$ cat config.mk
export PLATFORM = sky130hd
export DESIGN_NAME = mux_nby1_rr
export DESIGN_NICKNAME = d
export VERILOG_FILES = /design/src/rtl/mux_nby1_rr_pkg.sv /design/src/rtl/mux_nby1_rr_arbiter.sv /design/src/rtl/mux_nby1_rr.sv
export SDC_FILE = /design/constraint.sdc
export NUM_CORES = 1
export LEC_CHECK = 0
export CAP_MARGIN = 5
export CORE_MARGIN = 10
export CORE_UTILIZATION = 40
export DETAILED_ROUTE_END_ITERATION = 8
export PLACE_DENSITY = 0.87
export SKIP_LAST_GASP = 1
export SYNTH_ARGS = -nofsm -noshare
export SYNTH_HDL_FRONTEND = slang
export SYNTH_SLANG_ARGS = --single-unit
$ cat constraint.sdc
create_clock -name clk -period 7.1 [get_ports clk]
set_clock_uncertainty 0.15 [all_clocks]
set_input_delay 1.42 -clock clk [delete_from_list [all_inputs] [get_ports clk]]
set_output_delay 1.42 -clock clk [all_outputs]
set_load 0.02 [all_outputs]
$ cat src/rtl/mux_nby1_rr_pkg.sv
// Shared constants and helpers for the N:1 registered channel multiplexer.
package mux_pkg;

    localparam logic MODE_FIXED = 1'b0;
    localparam logic MODE_RR    = 1'b1;

    // Select width that never collapses to zero bits for tiny channel counts.
    function automatic int clog2_min1(input int n);
        return (n <= 2) ? 1 : $clog2(n);
    endfunction

endpackage

$ cat src/rtl/mux_nby1_rr_arbiter.sv
// Round-robin arbiter: rotate requests by ptr, pick the first set bit, un-rotate.
// Purely combinational, no latency; no backpressure of its own.
module rr_arbiter
    import mux_pkg::*;
#(
    parameter int N_CH  = 8,
    parameter int SEL_W = clog2_min1(N_CH)
) (
    input  logic [N_CH-1:0]  req,
    input  logic [SEL_W-1:0] ptr,
    output logic [SEL_W-1:0] gnt_idx,
    output logic             gnt_vld
);

    logic [2*N_CH-1:0] dbl;
    logic [N_CH-1:0]   rot;
    int                first;
    int                sum;

    always_comb begin
        dbl   = {req, req} >> ptr;
        rot   = dbl[N_CH-1:0];
        first = 0;
        // Descending scan so the lowest rotated offset (closest to ptr) wins.
        for (int k = N_CH - 1; k >= 0; k--) begin
            if (rot[k]) first = k;
        end
        sum = int'(ptr) + first;
        if (sum >= N_CH) sum = sum - N_CH;
        gnt_idx = SEL_W'(sum);
        gnt_vld = |req;
    end

endmodule

$ cat src/rtl/mux_nby1_rr.sv
// Registered N:1 channel mux, fixed-select or round-robin; 1-cycle latency, 1 word/cycle.
// Backpressure: a stalled output register drops every in_ready and freezes data, channel and ptr.
module mux_nby1_rr
    import mux_pkg::*;
#(
    parameter int N_CH  = 8,
    parameter int WIDTH = 8,
    parameter int SEL_W = clog2_min1(N_CH)
) (
    input  logic                  clk,
    input  logic                  rst,
    input  logic                  mode,
    input  logic [SEL_W-1:0]      sel,
    input  logic [N_CH*WIDTH-1:0] in_data,
    input  logic [N_CH-1:0]       in_valid,
    output logic [N_CH-1:0]       in_ready,
    output logic [WIDTH-1:0]      out_data,
    output logic [SEL_W-1:0]      out_ch,
    output logic                  out_valid,
    input  logic                  out_ready
);

    logic [SEL_W-1:0] ptr;
    logic [SEL_W-1:0] rr_idx;
    logic             rr_vld;
    logic             fixed_vld;
    logic [SEL_W-1:0] grant;
    logic             grant_vld;
    logic             free;
    logic [WIDTH-1:0] grant_word;

    rr_arbiter #(
        .N_CH  (N_CH),
        .SEL_W (SEL_W)
    ) u_arb (
        .req     (in_valid),
        .ptr     (ptr),
        .gnt_idx (rr_idx),
        .gnt_vld (rr_vld)
    );

    // Compare-based lookup keeps out-of-range sel values harmless (no grant, no X).
    always_comb begin
        fixed_vld = 1'b0;
        for (int i = 0; i < N_CH; i++) begin
            if (sel == SEL_W'(i)) fixed_vld = in_valid[i];
        end
    end

    assign grant     = (mode == MODE_RR) ? rr_idx : sel;
    assign grant_vld = (mode == MODE_RR) ? rr_vld : fixed_vld;
    assign free      = !out_valid || out_ready;

    always_comb begin
        grant_word = '0;
        in_ready   = '0;
        for (int i = 0; i < N_CH; i++) begin
            if (grant == SEL_W'(i)) begin
                grant_word  = in_data[i*WIDTH +: WIDTH];
                in_ready[i] = !rst && free && grant_vld;
            end
        end
    end

    always_ff @(posedge clk) begin
        if (rst) begin
            out_valid <= 1'b0;
            out_data  <= '0;
            out_ch    <= '0;
            ptr       <= '0;
        end else if (free) begin
            if (grant_vld) begin
                out_data  <= grant_word;
                out_ch    <= grant;
                out_valid <= 1'b1;
                ptr       <= (grant == SEL_W'(N_CH - 1)) ? '0 : grant + SEL_W'(1);
            end else begin
                out_valid <= 1'b0;
            end
        end
    end

endmodule
==> flow_metrics.env <==
export IMPL_ys_seq_elements=15
export IMPL_max_stage_delay_ns=0.70
export IMPL_fin_crit_sh_pct=98.06
export IMPL_grt_overflow=0
export IMPL_worst_pin_slew_ns=0.7464
export IMPL_h_tree_depth=1
export IMPL_drt_initial_drc_count=257
export IMPL_setup_violations=0
export IMPL_tritoncts="yes"
export IMPL_grt_max_degree=37
export IMPL_wire_per_inst_um=18.41
export IMPL_areaGrowthSynthToFinish_pct=52.32
export IMPL_cp_cell_sequence="clkdlybuf4s50_1 > nor2_1 > mux4_2 > a21oi_1 > nor2_1 > o32ai_1 > fa_1 > mux2i_2 > ha_1 > inv_1 > nor4_1 > clkdlybuf4s50_1"
export IMPL_core_rowCount=26
export IMPL_fillers=463
export IMPL_syn_inst=302
export IMPL_fp_dieW_um=92.08
export IMPL_required_ns=5.53
export IMPL_first_pass_iters=5
export IMPL_cts_root_buf="clkbuf_8"
export IMPL_synth_flop_cell="dfxtp_1"
export IMPL_cts_sinks=15
export IMPL_drc_errors=0
export IMPL_power_leakage_nw=1.215
export IMPL_io_pin_count=99
export IMPL_max_vdd_ir_drop_mv=0.1739
export IMPL_status="completed"
export IMPL_finalHoldViolCount=0
export IMPL_crit_path_end_kind="output port"
export IMPL_synth_avg_cell_area_um2=6.882
export IMPL_cts_buffer_depth=2
export IMPL_antenna_found_initial=0
export IMPL_synth_edf_count=0
export IMPL_drive_gt1_share_pct=8.290
export IMPL_grt_pass1_wl_um=13200
export IMPL_num_vias=2734
export IMPL_diodes=0
export IMPL_startpoint="in_valid[4]"
export IMPL_post_route_util_pct=62.38
export IMPL_hold_depth=2
export IMPL_fin_worst_hold_slack_ns=0.3117
export IMPL_hold_start="out_ch[2]"
export IMPL_ant_nets=0
export IMPL_post_cts_buffers=0
export IMPL_start_util_pct=40.95
export IMPL_routabilityCongestion=0.9184
export IMPL_maxCapViolations=0
export IMPL_syn_num_nets=388
export IMPL_clock_latency_ns=0.24
export IMPL_path_delay_family="buffers and inverters"
export IMPL_cp_depth=12
export IMPL_async_flop_share_pct=0
export IMPL_slew_violations=0
export IMPL_layout_nets=473
export IMPL_path_max_fanout=10
export IMPL_clk_pin_slew_ns=0.06
export IMPL_mostFrequentLayoutCells="clkdlybuf4s50_1 (98), nor2_1 (31), a21oi_1 (29), nand2_1 (24), inv_1 (17)"
export IMPL_cp_start_kind="primary input"
export IMPL_max_freq_ghz=0.1436
export IMPL_yosysWarnings=0
export IMPL_port_buffers=98
export IMPL_fin_crit_ns=6.962
export IMPL_coreArea_um2=5075
export IMPL_viasPerCell=5.996
export IMPL_syn_cell_area_um2=2078
export IMPL_worst_r2r_path_depth=17
export IMPL_cpMaxStageDelayCell="clkdlybuf4s50_1"
export IMPL_grt_pass1_vias=2595
export IMPL_dieArea_um2=8479
export IMPL_globalRouteTotalUtil_pct=18.34
export IMPL_yosysUniqueCellTypes=49
export IMPL_crit_type="primary input to output port"
export IMPL_place_hpwl_um=6605
export IMPL_r2r_start="ptr[0]"
export IMPL_finalWirelength_um=8396
export IMPL_max_slew_margin_pct=50.17
export IMPL_die_y_um=92.08
export IMPL_setup_tns_final_ns=0
export IMPL_final_common_cell="clkdlybuf4s50_1"
export IMPL_power_uw=833.0
export IMPL_arrival_ns=5.39
export IMPL_hp_class="flop to flop"
export IMPL_cts_buffers=3
export IMPL_cp_num_buf_inv=3
export IMPL_ys_seq_area_share_pct=14.45
export IMPL_power_density_nw_per_um2=263.1
-- synth_stat cells (2+ instances only) --
cell,count,area [um2]
o22ai_1,8,50.05
buf_2,6,30.03
a21boi_0,4,30.03
o32ai_1,2,17.52
a221oi_1,5,43.79
ha_1,6,75.07
o21ai_1,4,20.02
mux4_2,3,67.56
a22oi_1,8,60.06
a311o_1,3,30.03
and3_1,5,31.28
nor3_1,11,55.05
a21o_1,5,37.54
a31oi_1,7,43.79
nand3_1,7,35.03
inv_1,17,63.81
nand2_1,24,90.09
mux2i_1,7,70.07
o31ai_1,3,22.52
o211ai_1,4,30.03
o21bai_1,2,15.01
clkbuf_1,19,71.32
nor2_1,31,116.4
a311oi_1,3,26.28
nand2b_1,3,18.77
a211o_1,4,35.03
a21oi_1,29,145.1
nor4_1,5,31.28
mux2_2,6,67.56
a211oi_1,6,45.04
o21ai_0,13,65.06
a221oi_2,3,45.04
dfxtp_1,15,300.3
nor2b_1,8,50.05
buf_1,2,7.510
-- metal layers --
metal	GRT usage (%)	part of all wire [%]	vias to the layer above
met1	23.49	41	1268
met2	30.94	49	151
li1	-	-	1291
met5	0	0	-
met3	2.200	7.2	24
met4	6.041	2.6	0
-- worst paths after layout --
kind	endpoint	slack, ns
worst max-delay path	in_ready[1]	0.14
worst min register to register	out_ch[2]	0.31
worst max register to register	out_data[5]	2.12
worst min-delay path	out_ch[2]	0.31
-- flip-flops by register name (all words and copies together) (netlist names) --
name	flops
ptr	3
out_ch	3
out_valid	1
out_data	8
-- cell type report --
class                   count  area, um2  share of cell area (%)
flip-flops and latches     15      300.3                   9.486
multi-input cells         240       1589                   50.20
well taps                  70      87.58                   2.767
clock buffers               4      45.04                   1.423
inverters                  18      67.56                   2.134
repair buffers            109       1076                   33.99
-- kinds of logic after synthesis --
logic type / Yosys count / share of synthesized area (%)
AO/OA/AOI/OAI: 119 / 40.04
AND/OR/NAND/NOR: 98 / 21.79
buffers and inverters: 47 / 9.271
multiplexers: 16 / 9.873
flip-flops: 15 / 14.45
adder cells (fa/ha/maj): 7 / 4.575
-- metrics by stage --
stage / setup WS (ns) / instance area, um2 / instances
2_1_floorplan: 0.8709 / 2078 / 302
3_3_place_gp: 0.2467 / 3117 / 452
3_5_place_dp: 0.1448 / 3117 / 452
4_1_cts: 0.1379 / 3162 / 456
5_1_grt: -0.02257 / 3166 / 456
6_report: 0.1376 / 3166 / 456
-- tightest hold or removal path: stages (launching register included) --
cell,delay [ns]
dfxtp_1,0.31
nand2_1,0.05
a21oi_1,0.05
-- repair_timing --
action / in CTS / in global routing
hold buffers: 0 / 0
resized for setup: 0 / 1
endpoints found under the setup margin: 0 / 4
-- where the power goes --
| group | switching [mW] | internal [mW] | total [mW] |
|---|---|---|---|
| sequential | 0.0180 | 0.104 | 0.122 |
| combinational | 0.355 | 0.287 | 0.643 |
| clock | 0.0286 | 0.0397 | 0.0683 |
| total | 0.402 | 0.431 | 0.833 |
No activity file was read; power rests on OpenSTA's default activity.
